`config.mk`:
```
export PLATFORM = sky130hd
export DESIGN_NAME = alu_ex_mem_stage_flat
export DESIGN_NICKNAME = d
export VERILOG_FILES = /design/src/rtl/alu_ex_mem_stage_if.sv /design/src/rtl/alu_ex_mem_stage.sv /design/src/flat_wrapper.sv
export SDC_FILE = /design/constraint.sdc
export NUM_CORES = 1
export LEC_CHECK = 0
export CAP_MARGIN = 30
export CORE_AREA = 2 2 125 127
export DETAILED_ROUTE_END_ITERATION = 8
export DIE_AREA = 0 0 127 129
export DONT_BUFFER_PORTS = 1
export SLEW_MARGIN = 20
export SYNTH_ARGS = -nofsm -noshare
export SYNTH_HDL_FRONTEND = slang
export SYNTH_SLANG_ARGS = --single-unit
```
`constraint.sdc`:
```
create_clock -name clk -period 7 [get_ports clk]
set_input_delay 1.75 -clock clk [delete_from_list [all_inputs] [get_ports clk]]
set_output_delay 1.75 -clock clk [all_outputs]
set_load 0.02 [all_outputs]
```
`src/rtl/alu_ex_mem_stage_if.sv`:
```
// EX->MEM pipeline-register bus: EX-side request with handshake, MEM-side registered entry,
// architectural NZCV flags and the forwarded B.cond outcome.
interface alu_ex_mem_stage_if #(parameter int CNT_W = 32);
  logic             in_valid;
  logic             in_ready;
  logic [63:0]      alu_result;
  logic             alu_negative;
  logic             alu_zero;
  logic             alu_overflow;
  logic             alu_carry_out;
  logic             set_flags;
  logic [63:0]      store_data;
  logic [4:0]       rd;
  logic             mem_read;
  logic             mem_write;
  logic             reg_write;
  logic [3:0]       cond;
  logic             flush;
  logic             out_ready;
  logic             out_valid;
  logic [63:0]      out_result;
  logic [63:0]      out_store_data;
  logic [4:0]       out_rd;
  logic             out_mem_read;
  logic             out_mem_write;
  logic             out_reg_write;
  logic [3:0]       flags;
  logic             cond_true;
  logic [CNT_W-1:0] accept_count;

  modport master (
    output in_valid, alu_result, alu_negative, alu_zero, alu_overflow, alu_carry_out,
           set_flags, store_data, rd, mem_read, mem_write, reg_write, cond, flush, out_ready,
    input  in_ready, out_valid, out_result, out_store_data, out_rd, out_mem_read,
           out_mem_write, out_reg_write, flags, cond_true, accept_count
  );

  modport slave (
    input  in_valid, alu_result, alu_negative, alu_zero, alu_overflow, alu_carry_out,
           set_flags, store_data, rd, mem_read, mem_write, reg_write, cond, flush, out_ready,
    output in_ready, out_valid, out_result, out_store_data, out_rd, out_mem_read,
           out_mem_write, out_reg_write, flags, cond_true, accept_count
  );
endinterface

```
`src/rtl/alu_ex_mem_stage.sv`:
```
// Single-entry EX/MEM pipeline register with NZCV flag register, forwarded B.cond
// evaluation and a saturating accepted-instruction counter.
module alu_ex_mem_stage #(
  parameter int CNT_W = 32
) (
  input  logic             clk,
  input  logic             rst_n,
  alu_ex_mem_stage_if.slave bus
);
  typedef struct packed {
    logic [63:0] result;
    logic [63:0] store_data;
    logic [4:0]  rd;
    logic        mem_read;
    logic        mem_write;
    logic        reg_write;
  } entry_t;

  entry_t           ent_q, ent_d;
  logic             vld_q;
  logic [3:0]       flags_q;
  logic [CNT_W-1:0] cnt_q;
  logic             accept;
  logic             illegal_mem;
  logic [3:0]       fwd;
  logic             n, z, c, v;

  assign bus.in_ready = !vld_q | bus.out_ready;
  assign accept       = bus.in_valid & bus.in_ready & !bus.flush;
  assign illegal_mem  = bus.mem_read & bus.mem_write;

  // Writes to XZR and read+write combinations are squashed before they reach MEM.
  always_comb begin
    ent_d            = '0;
    ent_d.result     = bus.alu_result;
    ent_d.store_data = bus.store_data;
    ent_d.rd         = bus.rd;
    ent_d.mem_read   = bus.mem_read & !illegal_mem;
    ent_d.mem_write  = bus.mem_write & !illegal_mem;
    ent_d.reg_write  = bus.reg_write & (bus.rd != 5'd31);
  end

  always_ff @(posedge clk or negedge rst_n) begin
    if (!rst_n) begin
      vld_q   <= 1'b0;
      ent_q   <= '0;
      flags_q <= 4'b0000;
      cnt_q   <= '0;
    end else if (bus.flush) begin
      vld_q <= 1'b0;
    end else if (accept) begin
      vld_q <= 1'b1;
      ent_q <= ent_d;
      if (bus.set_flags)
        flags_q <= {bus.alu_negative, bus.alu_zero, bus.alu_carry_out, bus.alu_overflow};
      if (cnt_q != '1)
        cnt_q <= cnt_q + CNT_W'(1);
    end else if (bus.out_ready) begin
      vld_q <= 1'b0;
    end
  end

  // A flag-setting instruction in EX overrides the architectural flags for B.cond.
  always_comb begin
    fwd = (bus.in_valid & bus.set_flags)
        ? {bus.alu_negative, bus.alu_zero, bus.alu_carry_out, bus.alu_overflow}
        : flags_q;
    n = fwd[3];
    z = fwd[2];
    c = fwd[1];
    v = fwd[0];
    case (bus.cond)
      4'h0:    bus.cond_true = z;
      4'h1:    bus.cond_true = !z;
      4'h2:    bus.cond_true = c;
      4'h3:    bus.cond_true = !c;
      4'h4:    bus.cond_true = n;
      4'h5:    bus.cond_true = !n;
      4'h6:    bus.cond_true = v;
      4'h7:    bus.cond_true = !v;
      4'h8:    bus.cond_true = c & !z;
      4'h9:    bus.cond_true = !c | z;
      4'hA:    bus.cond_true = (n == v);
      4'hB:    bus.cond_true = (n != v);
      4'hC:    bus.cond_true = !z & (n == v);
      4'hD:    bus.cond_true = z | (n != v);
      default: bus.cond_true = 1'b1;
    endcase
  end

  assign bus.out_valid      = vld_q;
  assign bus.out_result     = ent_q.result;
  assign bus.out_store_data = ent_q.store_data;
  assign bus.out_rd         = ent_q.rd;
  assign bus.out_mem_read   = ent_q.mem_read;
  assign bus.out_mem_write  = ent_q.mem_write;
  assign bus.out_reg_write  = ent_q.reg_write;
  assign bus.flags          = flags_q;
  assign bus.accept_count   = cnt_q;
endmodule

```
`src/flat_wrapper.sv`:
```
// flat-port wrapper written by rule: the top's interface ports become plain ports
module alu_ex_mem_stage_flat 
#(
  parameter int CNT_W = 32
)
  (clk, rst_n, bus_in_valid, bus_alu_result, bus_alu_negative, bus_alu_zero, bus_alu_overflow, bus_alu_carry_out, bus_set_flags, bus_store_data, bus_rd, bus_mem_read, bus_mem_write, bus_reg_write, bus_cond, bus_flush, bus_out_ready, bus_in_ready, bus_out_valid, bus_out_result, bus_out_store_data, bus_out_rd, bus_out_mem_read, bus_out_mem_write, bus_out_reg_write, bus_flags, bus_cond_true, bus_accept_count);
  alu_ex_mem_stage_if #(.CNT_W(CNT_W)) bus_i ();
  input  logic clk;
  input  logic rst_n;
  input wire logic [$bits(bus_i.in_valid)-1:0] bus_in_valid;
  input wire logic [$bits(bus_i.alu_result)-1:0] bus_alu_result;
  input wire logic [$bits(bus_i.alu_negative)-1:0] bus_alu_negative;
  input wire logic [$bits(bus_i.alu_zero)-1:0] bus_alu_zero;
  input wire logic [$bits(bus_i.alu_overflow)-1:0] bus_alu_overflow;
  input wire logic [$bits(bus_i.alu_carry_out)-1:0] bus_alu_carry_out;
  input wire logic [$bits(bus_i.set_flags)-1:0] bus_set_flags;
  input wire logic [$bits(bus_i.store_data)-1:0] bus_store_data;
  input wire logic [$bits(bus_i.rd)-1:0] bus_rd;
  input wire logic [$bits(bus_i.mem_read)-1:0] bus_mem_read;
  input wire logic [$bits(bus_i.mem_write)-1:0] bus_mem_write;
  input wire logic [$bits(bus_i.reg_write)-1:0] bus_reg_write;
  input wire logic [$bits(bus_i.cond)-1:0] bus_cond;
  input wire logic [$bits(bus_i.flush)-1:0] bus_flush;
  input wire logic [$bits(bus_i.out_ready)-1:0] bus_out_ready;
  output wire logic [$bits(bus_i.in_ready)-1:0] bus_in_ready;
  output wire logic [$bits(bus_i.out_valid)-1:0] bus_out_valid;
  output wire logic [$bits(bus_i.out_result)-1:0] bus_out_result;
  output wire logic [$bits(bus_i.out_store_data)-1:0] bus_out_store_data;
  output wire logic [$bits(bus_i.out_rd)-1:0] bus_out_rd;
  output wire logic [$bits(bus_i.out_mem_read)-1:0] bus_out_mem_read;
  output wire logic [$bits(bus_i.out_mem_write)-1:0] bus_out_mem_write;
  output wire logic [$bits(bus_i.out_reg_write)-1:0] bus_out_reg_write;
  output wire logic [$bits(bus_i.flags)-1:0] bus_flags;
  output wire logic [$bits(bus_i.cond_true)-1:0] bus_cond_true;
  output wire logic [$bits(bus_i.accept_count)-1:0] bus_accept_count;
  assign bus_i.in_valid = bus_in_valid;
  assign bus_i.alu_result = bus_alu_result;
  assign bus_i.alu_negative = bus_alu_negative;
  assign bus_i.alu_zero = bus_alu_zero;
  assign bus_i.alu_overflow = bus_alu_overflow;
  assign bus_i.alu_carry_out = bus_alu_carry_out;
  assign bus_i.set_flags = bus_set_flags;
  assign bus_i.store_data = bus_store_data;
  assign bus_i.rd = bus_rd;
  assign bus_i.mem_read = bus_mem_read;
  assign bus_i.mem_write = bus_mem_write;
  assign bus_i.reg_write = bus_reg_write;
  assign bus_i.cond = bus_cond;
  assign bus_i.flush = bus_flush;
  assign bus_i.out_ready = bus_out_ready;
  assign bus_in_ready = bus_i.in_ready;
  assign bus_out_valid = bus_i.out_valid;
  assign bus_out_result = bus_i.out_result;
  assign bus_out_store_data = bus_i.out_store_data;
  assign bus_out_rd = bus_i.out_rd;
  assign bus_out_mem_read = bus_i.out_mem_read;
  assign bus_out_mem_write = bus_i.out_mem_write;
  assign bus_out_reg_write = bus_i.out_reg_write;
  assign bus_flags = bus_i.flags;
  assign bus_cond_true = bus_i.cond_true;
  assign bus_accept_count = bus_i.accept_count;
  alu_ex_mem_stage #(.CNT_W(CNT_W)) u_core (.clk(clk), .rst_n(rst_n), .bus(bus_i));
endmodule
```
# Yosys cells after proc, flatten, opt, wreduce, memory -nomap -nowiden
# Index checks and enable logic that the tools add are counted.
[word_totals]
register_bits = 173
output_inout_bits = 175
word_cells = 57
[classes]
addsub = 1
eq_ne = 17
muxes = 5
bitwise_logic = 13
n_reduce_logical = 12
[ops]
columns = ["op", "n"]
rows = [
  ["adder 32 x 1 -> 32 bit, second input constant", 1],
  ["!= test 32 bit, second input constant", 1],
  ["== test 4 bit, second input constant", 6],
  ["== test 4 x 3 -> 1 bit, second input constant", 4],
  ["case mux 1 bit (14 select lines)", 1],
  ["bitwise AND 1 bit", 9],
  ["== test 4 x 2 -> 1 bit, second input constant", 2],
  ["zero test 1 bit", 7],
  ["AND reduction 3 bit", 2],
  ["!= test 5 bit, second input constant", 1],
  ["== test 4 x 1 -> 1 bit, second input constant", 1],
  ["zero test 4 bit", 1],
  ["2-to-1 mux 4 bit", 1],
  ["2-to-1 mux 1 bit", 3],
  ["OR 1 bit", 3],
  ["nonzero test 3 bit", 1],
  ["AND reduction 2 bit", 1],
  ["== test 1 bit", 1],
  ["!= test 1 bit", 1],
  ["NOT 1 bit", 1],
]

# Depth between registers and ports, before layout
# Gate-level depths: netlist of the first run.
[depth]
ltp_word = 6
ltp_mapped = 8
depth_no_buf = 6

# Worst setup path after synthesis of the first run
# OpenSTA, ideal clock, no wires.
[synth_path]
path_kind = "input port to output port"
startpoint = "input bus_cond[2]"
endpoint = "output bus_cond_true"
t_arrival_ns = 3.034
required_ns = 5.250
path_slack_ns = 2.216
path_stages = 5
path_buffers = 0
path_cell_list = "inv_1 > mux4_2 > mux2i_1 > xor2_1 > o21ai_0"
[synth_between]
elab_chain_len = 2
[synth_lines]
columns = ["element", "line", "text"]
rows = [
  ["from (decl)", "flat_wrapper.sv:22", "input wire logic [$bits(bus_i.cond)-1:0] bus_cond;"],
  ["== test 4 bit, or another cell as far along", "alu_ex_mem_stage.sv:72", "case (bus.cond)"],
  ["case mux 1 bit (14 select lines) *", "alu_ex_mem_stage.sv:72", ""],
  ["to (decl)", "flat_wrapper.sv:34", "output wire logic [$bits(bus_i.cond_true)-1:0] bus_cond_true;"],
]
# Every way passes the cells marked *; elsewhere a longest branch is shown, timed or not.

# Final worst setup path of the first run
# Same ends and word-level chain as after synthesis.

==> results.md, run 1 <==
- The die height is 129 um.
- The static leakage is 0.00401 uW.
- The last element of the critical path is bus_cond_true.
- The first-pass GRT wire length is approximately 28000 um.
- The final critical path takes up 71.1% of the cycle.
- The detail-routed net length per standard cell is 18.3 um.
- The number of endpoints with negative hold slack in the final report was 0.
- The share of layout cells above drive strength 1 is 7.00%.
- The post-CTS setup buffer count is 0.
- The slack of the worst reg-to-reg path is around 4.2 ns.
- The initial antenna violation count was 0.
- The startpoint of the lowest-slack register-to-register path is u_core.bus.accept_count[0]$_DFFE_PN0P_.
- The clock sink count is 173.
- The max-capacitance violation count is 0.
- Combinational cells account for 7.3% of the total power.
- The number of instances resized during post-cts repair is 0.
- The final global-route overflow total is 0.
- The number of clock buffers added by TritonCTS is 17.
- Counting along the longest clock path gives a buffer depth of 2.
- The signal on the critical path passes through inv_1 > mux4_2 > mux2i_1 > xor2_1 > o21ai_0.
- The post-synthesis sequential area ratio is 61.1%.
- In this run the tightest slew margin relative to its limit is 42.0%.
- The count of unresolved DRC violations after routing is 0.
- The standard cell with the maximum stage delay on the critical path is sky130_fd_sc_hd__o21ai_0.
- Measured along the x axis, the die boundary spans 127 um.
- The clock network latency to the later pin of the worst-skew pair is between 0.4 and 0.5 ns.
- The time the final worst path needs with I/O delays and setup is about 5 ns.
- The largest voltage drop on the vdd net is 160 uV.
- The signal arrival time at the worst endpoint is 3.23 ns.
- Dividing the detail-routed via count by the number of cells gives 5.34.
- A synthesized cell averages 9.22 um^2.
- The peak fanout along the critical path is 5.
- The count of nets left with antenna violations once routing finished came out at 0.
- In this run the count of I/O pins placed on the die edge is around 330.
- The global placement routability congestion is 0.872.
- Setup repair after global routing left no endpoint under its margin.
- Derived from the worst setup path, the maximum achievable clock frequency is 201 MHz.
- The delay of the slowest cell on the worst path is between 0.5 and 0.6 ns.
- The net count reported at finish is roughly 910.
- The flow ran to the end, and the final reports show no timing, DRC or antenna violations.
- The number of global-route vias before repair is 5144.
- The die covers 16400 um^2.
- Synthesis produced a netlist with a net count of 919.
- The smallest hold slack is 0.622 ns.
- After clock tree synthesis, the clock-pin slew on the worst setup and hold paths is 0.06 ns.
- The critical path crosses 5 cells after its start point.
- The total iterations of the first detailed-routing run is 4.
- Setup violations remaining at the end of the flow were counted as 0.
- The via count is 5122.
- The wire length after detailed routing is 17600 um.
- Entering global routing, the biggest net connects ~170 pins.
- The design internal power is 1780 uW.
- The final total negative setup slack is 0 ns.
- The clock root buffer master is sky130_fd_sc_hd__clkbuf_16.
- The multi-input combinational cell area is ~2600 um^2.
- Synthesis instantiated 44 different standard cells from the library.
- Including well taps, the total number of placed cells is 925.
- Counting flops and latches in the post-synthesis netlist gives roughly 170.
- The total global routing track utilization is 21.5%.
- The violation count after the first detailed-routing iteration is 400.
- The register area is about 4300 um^2.
- The final clock skew is 0.0128 ns.
- The number of standard cells after synthesis is roughly 770.
- The sum of net half-perimeters after detailed placement is between 10000 and 15000 um.
- The analysis attributes to net switching a power of 819 uW.
- The switching part of the total power is 31.5%.
- The clock tree synthesis step divided the H-tree into 4 levels.
- The count of buffers added on input and output ports is 0.
- The worst setup path is of the in2out kind.
- The count of pins over their slew limit is 0.
- The layout has 1366 filler cells.
- The starting density of the core is a little under half.
- The worst setup path is launched from a primary input.
- Once layout is complete, the cells apart from fillers number 959.
- In this run the standard cell core region covers 15000 um^2.
- The power per standard cell area is 332 nW/um^2.
- The worst flop-to-flop path endpoint is u_core.bus.accept_count[1]$_DFFE_PN0P_.
- The number of antenna diodes in the final layout is 0.
- The kind of end point of the critical path is an output port.
- The number of hold buffers added after CTS is 0.
- The Yosys step of the flow raised 0 warnings.
- The relative contribution of the clock network to total power is a little under two fifths.
- The launch point of the worst path is bus_cond[2].
- The CTS tree is yes.
- Summing every instance area after synthesis gives 7080 um^2.
- The initialized floorplan defines 45 standard-cell rows.
- Sequential cells burn 55.3% of the power.
- Together, buffers and inverters on the worst path number 1.
- Among cell families on the critical path, the largest total delay comes from multiplexers.
- The worst endpoint required time is ~5.3 ns.
- The transition at the pin with the smallest max-transition slack is ~0.86 ns.
- The cell count of the worst reg-to-reg path is 6.
- The area added between synthesis and finish is 10.8%.
- In this run the worst hold path is classified as reg2reg.
[per-stage QoR]
| stage | area, um^2 | utilization [%] | setup slack [ns] | power [uW] |
|---|---|---|---|---|
| after floorplan | 7080 | - | 2.22 | 1570 |
| after global placement | 7220 | 48.2 | 2.14 | 1640 |
| after detailed placement | 7220 | 48.2 | 2.05 | 1650 |
| after CTS | 7830 | 52.3 | 2.05 | 2630 |
| after global routing | 7850 | 52.4 | 1.95 | 2720 |
| final | 7850 | 52.4 | 2.02 | 2600 |
[area by class of cell]
cell class              instances  area share, %
multi-input cells             556           33.3
clock buffers                  18           5.47
repair buffers                  6          0.606
inverters                       4          0.191
well taps                     188           3.00
clock inverters                14           2.33
flip-flops and latches        173           55.2
[power groups by stage]
| stage | clock network, uW | registers [uW] | logic (uW) |
|---|---|---|---|
| after floorplan | 0 | 1410 | 163 |
| after global placement | 0 | 1460 | 182 |
| after detailed placement | 0 | 1460 | 196 |
| after CTS | 997 | 1440 | 194 |
| after global routing | 1040 | 1460 | 227 |
| final | 971 | 1440 | 191 |
[cell usage after synthesis]
cell,number,share of area [%]
sky130_fd_sc_hd__a2111oi_0,1,0.12
sky130_fd_sc_hd__a21o_1,1,0.11
sky130_fd_sc_hd__a21oi_1,5,0.35
sky130_fd_sc_hd__a31oi_1,3,0.26
sky130_fd_sc_hd__a41oi_1,1,0.12
sky130_fd_sc_hd__and2_1,1,0.088
sky130_fd_sc_hd__and3_1,5,0.44
sky130_fd_sc_hd__and4_1,2,0.25
sky130_fd_sc_hd__and4_2,1,0.14
sky130_fd_sc_hd__buf_1,1,0.053
sky130_fd_sc_hd__buf_2,1,0.071
sky130_fd_sc_hd__buf_6,1,0.16
sky130_fd_sc_hd__clkbuf_1,32,1.7
sky130_fd_sc_hd__dfrtp_1,173,61
sky130_fd_sc_hd__ha_1,1,0.18
sky130_fd_sc_hd__inv_1,4,0.21
sky130_fd_sc_hd__mux2_2,5,0.79
sky130_fd_sc_hd__mux2i_1,4,0.57
sky130_fd_sc_hd__mux4_2,2,0.64
sky130_fd_sc_hd__nand2_1,421,22
sky130_fd_sc_hd__nand2b_1,2,0.18
sky130_fd_sc_hd__nand3_1,16,1.1
sky130_fd_sc_hd__nand3b_1,2,0.21
sky130_fd_sc_hd__nand4_1,7,0.62
sky130_fd_sc_hd__nand4b_1,2,0.25
sky130_fd_sc_hd__nor2_1,12,0.64
sky130_fd_sc_hd__nor2b_1,2,0.18
sky130_fd_sc_hd__nor3_1,5,0.35
sky130_fd_sc_hd__nor3_2,1,0.14
sky130_fd_sc_hd__nor3b_2,1,0.18
sky130_fd_sc_hd__nor4_1,5,0.44
sky130_fd_sc_hd__nor4_2,2,0.35
sky130_fd_sc_hd__nor4b_1,1,0.12
sky130_fd_sc_hd__nor4b_2,1,0.21
sky130_fd_sc_hd__nor4b_4,1,0.34
sky130_fd_sc_hd__o2111ai_1,1,0.12
sky130_fd_sc_hd__o21ai_0,4,0.28
sky130_fd_sc_hd__o32ai_1,1,0.12
sky130_fd_sc_hd__or2_2,2,0.18
sky130_fd_sc_hd__or3_1,1,0.088
sky130_fd_sc_hd__or4_1,2,0.21
sky130_fd_sc_hd__or4_4,1,0.16
sky130_fd_sc_hd__xnor2_1,16,2.0
sky130_fd_sc_hd__xor2_1,15,1.9
[cell usage in the layout, fill, tap and decap left out, drive strengths merged]
| cell type | instances |
|---|---|
| o2111ai | 1 |
| xnor2 | 16 |
| mux2i | 4 |
| or2 | 2 |
| o21ai | 4 |
| a21o | 1 |
| a21oi | 5 |
| o32ai | 1 |
| nand2 | 421 |
| nand4 | 7 |
| nor4b | 3 |
| clkbuf | 19 |
| mux4 | 2 |
| or3 | 1 |
| and2 | 1 |
| dlymetal6s2s | 1 |
| nand4b | 2 |
| nor4 | 7 |
| dfrtp | 173 |
| and3 | 5 |
| xor2 | 15 |
| a41oi | 1 |
| ha | 1 |
| mux2 | 5 |
| nor2b | 2 |
| clkinvlp | 5 |
| or4 | 3 |
| a31oi | 3 |
| nor3 | 6 |
| inv | 8 |
| nor3b | 1 |
| nor2 | 12 |
| nand3 | 16 |
| clkinv | 2 |
| bufinv | 3 |
| nand2b | 2 |
| buf | 4 |
| nand3b | 2 |
| a2111oi | 1 |
| and4 | 3 |
[registers in the layout, indices dropped and copies added (netlist names)]
signal                     flops
u_core.bus.flags               4
u_core.bus.accept_count       32
u_core.bus.out_rd              5
u_core.bus.out_result         64
u_core.bus.out_valid           1
u_core.bus.out_reg_write       1
u_core.bus.out_mem_read        1
u_core.bus.out_store_data     64
u_core.bus.out_mem_write       1
[cells by family (layout without fill, tap and decap cells)]
| kind of cell | Yosys count | count (layout) | synth area share, % |
|---|---|---|---|
| DFF | 173 | 173 | 61.1 |
| muxes | 11 | 11 | 2.00 |
| and+or+nand+nor | 496 | 496 | 29.2 |
| xor gates and xnor gates | 31 | 31 | 3.83 |
| buffers and inverters | 39 | 42 | 2.19 |
| AOI/OAI and AO/OA | 17 | 17 | 1.50 |
| adders and majority gates | 1 | 1 | 0.177 |
[worst register-to-register path: stages (launching register included)]
cell and delay, ns:
sky130_fd_sc_hd__dfrtp_1 0.53, sky130_fd_sc_hd__ha_1 0.26, sky130_fd_sc_hd__nand4_1 0.28, sky130_fd_sc_hd__nor3_1 0.58, sky130_fd_sc_hd__nand4b_1 0.45, sky130_fd_sc_hd__nand2_1 0.26, sky130_fd_sc_hd__mux2_2 0.35
[metal layers]
metal | wire length [um] | GRT usage, %
met1 | 6620 | 25.1
met2 | 8790 | 35.0
met3 | 1680 | 9.52
met4 | 459 | 8.86
met5 | 0 | 0
[worst min-delay path by stage]
stage / to / slack, ns / cells after the start / start
3_3_place_gp: u_core.bus.out_store_data[9]$_DFFE_PN0P_ / 0.60 / 2 / u_core.bus.out_store_data[9]$_DFFE_PN0P_
5_1_grt: u_core.bus.out_store_data[24]$_DFFE_PN0P_ / 0.64 / 2 / u_core.bus.out_store_data[24]$_DFFE_PN0P_
2_1_floorplan: u_core.bus.out_mem_read$_DFFE_PN0P_ / 0.58 / 2 / u_core.bus.out_mem_read$_DFFE_PN0P_
4_1_cts: u_core.bus.out_store_data[12]$_DFFE_PN0P_ / 0.63 / 2 / u_core.bus.out_store_data[12]$_DFFE_PN0P_
3_5_place_dp: u_core.bus.out_store_data[58]$_DFFE_PN0P_ / 0.61 / 2 / u_core.bus.out_store_data[58]$_DFFE_PN0P_
6_report: u_core.bus.out_store_data[12]$_DFFE_PN0P_ / 0.62 / 2 / u_core.bus.out_store_data[12]$_DFFE_PN0P_
Power figures use the tool's default switching activity.
==> run 2, diff against run 1 <==
CORE_AREA = 2 2 126 128   (was 2 2 125 127)
DIE_AREA = 0 0 128 130   (was 0 0 127 129)
clock period = 4.6 ns   (was 7 ns; I/O delays follow)
==> results.md, run 2 (synthesis gave the netlist of run 1 again) <==
- The maximum number of pins on one net before global-route repair was 174 (unchanged).
- In this run the critical register-to-register path is launched from u_core.bus.accept_count[0]$_DFFE_PN0P_.
- The maximum achievable frequency is 286 MHz.
- The die area is 16600 um^2 (+1.6%).
- The critical path in this run is classified as in2out.
- The sequential share of power is 55.4% (about the same).
- In this run the clock root is driven by a sky130_fd_sc_hd__clkbuf_16.
- The total global routing track utilization was 20.9% (-0.60 points).
- The level count of the clock H-tree is 4 (unchanged).
- The routed length on met1 was 6610 um (-0.24%).
- The number of hold buffers added after CTS is 0 (unchanged).
- The placeable core region is 15400 um^2 (+3.0%).
- The starting density of the core was 45.9% (-1.4 points).
- The share of layout cells above drive strength 1 is 7.14% (+0.14 points).
- The detail-routed net length per standard cell was 18.2 um (-0.35%).
- The amount of wire on met3 after detailed routing is 1700 um (+1.4%).
- The final global-route overflow total is 0 (unchanged).
- The final total negative setup slack is 0 ns (unchanged).
- The worst slew margin relative to its limit is 37.2% (-4.8 points).
- STA classifies the critical path startpoint as a primary input.
- The net count reported at finish is 908 (-0.11%).
- The worst endpoint required time came to 3.45 ns (-1.80 ns).
- The endpoint identified for the worst register-to-register timing path is u_core.bus.accept_count[24]$_DFFE_PN0P_.
- The global placement routability congestion is 0.835 (-4.3%).
- The total iterations of the first detailed-routing run came to 4 (unchanged).
- The die width is 128 um (+0.79%).
- The top layer used by detailed routing is met4.
- The relative contribution of the clock network to total power came to 37.1% (-0.2 points).
- The clock sink count is 173 (unchanged).
- The static leakage is 0.00401 uW (about the same).
- The switching power total is 1240 uW (+51%).
- The total of endpoints with negative setup slack in the final report came to 0 (unchanged).
- The peak fanout along the critical path was 5 (unchanged).
- Dividing the final minimum period by the clock period gives 75.9%.
- The slack of the worst reg-to-reg path came to 1.71 ns (-2.47 ns).
- The number of endpoints with negative hold slack in the final report was 0 (unchanged).
- The largest voltage drop on the vdd net is 254 uV (+58%).
- The cell count of the worst reg-to-reg path is 6 (unchanged).
- The count of input and output buffers is 0 (unchanged).
- The CTS tree is yes.
- The total power after layout is 3960 uW (+52%).
- The proportion of power drawn by combinational gates is 7.5% (+0.2 points).
- The flow ran to the end, and the final reports show no timing, DRC or antenna violations.
- The standard-cell row count came to 46 (+2.2%).
- The clock buffer count from CTS is 17 (unchanged).
- The clock network latency to the later pin of the worst-skew pair came to 0.44 ns (about the same).
- In the layout the commonest cells are sky130_fd_sc_hd__nand2_1 (421), sky130_fd_sc_hd__dfrtp_1 (173), sky130_fd_sc_hd__clkbuf_16 (17), sky130_fd_sc_hd__xnor2_1 (16), sky130_fd_sc_hd__nand3_1 (16).
- The smallest hold slack came to 0.413 ns (-0.209 ns).
- The number of ports placed on the die boundary came to 325 (unchanged).
- The worst hold-check path type is in2async.
- The post-route core utilization is 51.0% (-1.4 points).
- The final clock skew was 0.0190 ns (+0.00616 ns).
- The filler cell count is 1423 (+4.2%).
- The wire length after detailed routing is 17500 um (about the same).
- The sum of net half-perimeters after detailed placement is 12500 um (+1.3%).
- The initial antenna violation count is 0 (unchanged).
- The count of unresolved DRC violations after routing is 0 (unchanged).
- The number of vias per cell is 5.34 (about the same).
- Compared with the post-synthesis result, the final layout area differs by 11.0%.
- The via count is 5138 (+0.31%).
- The die height came to 130 um (+0.78%).
- The worst setup path is captured at an output port.
- The detailed route wirelength on metal2 came to 8850 um (+0.67%).
- The number of global-route vias before repair is 5118 (-0.51%).
- The clock-pin slew on the worst setup and hold paths came to 0.06 ns (about the same).
- The post-CTS setup buffer count is 0 (unchanged).
- The violation count after the first detailed-routing iteration is 282 (-30%).
- The switching part of the total power was 31.3% (-0.16 points).
- The remaining number of nets flagged by the antenna check after routing came to 0 (unchanged).
- The power per standard cell area came to 503 nW/um^2 (+52%).
- Setup repair after global routing left no endpoint under its margin.
- The first-pass GRT wire length is 26900 um (-2.4%).
- The maximum number of buffers from clock root to sink was 2 (unchanged).
- The number of instances resized during post-cts repair was 0 (unchanged).
- The max-capacitance violation count is 0 (unchanged).
- The design internal power is 2720 uW (+52%).
- For the finished layout, the period the worst path requires is around 3.5 ns.
- The signal arrival time at the worst endpoint came to 2.34 ns (-0.89 ns).
- The count of pins over their slew limit was 0 (unchanged).
- The diode insertion count for antenna repair was 0 (unchanged).
- The commonest non-fill, non-tap cell in the layout is sky130_fd_sc_hd__nand2_1.
- The transition at the pin with the smallest max-transition slack is 0.934 ns (+0.0719 ns).
[run 2: cell types whose count changed in the layout (fill, tap and decap cells not counted), sizes merged]
cell          previous run  this run
dlymetal6s2s             1         0
bufinv                   3         2
clkinvlp                 5         2
buf                      4         5
clkinv                   2         4
inv                      8         7
clkbuf                  19        21
[run 2: routing by layer]
layer	vias up	global-route usage (%)
met5	-	0
li1	2401	-
met2	205	34.3
met3	28	9.80
met4	0	8.86
met1	2504	23.8
[run 2: per-stage QoR]
step | setup slack, ns | area [um^2] | std cells
floorplan | 1.02 | 7080 | 768
global placement | 1.12 | 7260 | 930
detailed placement | 1.09 | 7260 | 930
CTS | 1.09 | 7870 | 962
global route | 1.00 | 7870 | 962
finish | 1.11 | 7870 | 962
[run 2: worst max path at each step]
stage / endpoint / cells after the start / from / slack, ns
2_1_floorplan: bus_cond_true / 5 / bus_cond[2] / 1.02
3_3_place_gp: bus_cond_true / 6 / bus_cond[2] / 1.12
3_5_place_dp: bus_cond_true / 6 / bus_cond[2] / 1.09
4_1_cts: bus_cond_true / 6 / bus_cond[2] / 1.09
5_1_grt: bus_cond_true / 6 / bus_cond[2] / 1.00
6_report: bus_cond_true / 6 / bus_cond[2] / 1.11
[run 2: critical path, stage by stage]
cell	delay, ns
sky130_fd_sc_hd__inv_1	0.09
sky130_fd_sc_hd__mux4_2	0.50
sky130_fd_sc_hd__mux2i_1	0.18
sky130_fd_sc_hd__xor2_1	0.16
sky130_fd_sc_hd__o21ai_0	0.09
sky130_fd_sc_hd__buf_4	0.17
[run 2: power by group through the flow]
stage	combinational, uW	clock, uW	sequential, uW
floorplan	248	0	2140
global placement	284	0	2220
detailed placement	305	0	2210
CTS	302	1500	2190
global route	351	1560	2220
finish	296	1470	2190
[run 2: final cells by class]
type / instances / area, um^2 / share of cell area (%)
multi-input combinational: 556 / 2610 / 33.2
clock buffer: 21 / 480 / 6.11
tap: 192 / 240 / 3.05
inverter: 4 / 15.0 / 0.191
timing repair buffer: 5 / 62.6 / 0.795
sequential: 173 / 4330 / 55.0
clock inverter: 11 / 129 / 1.64
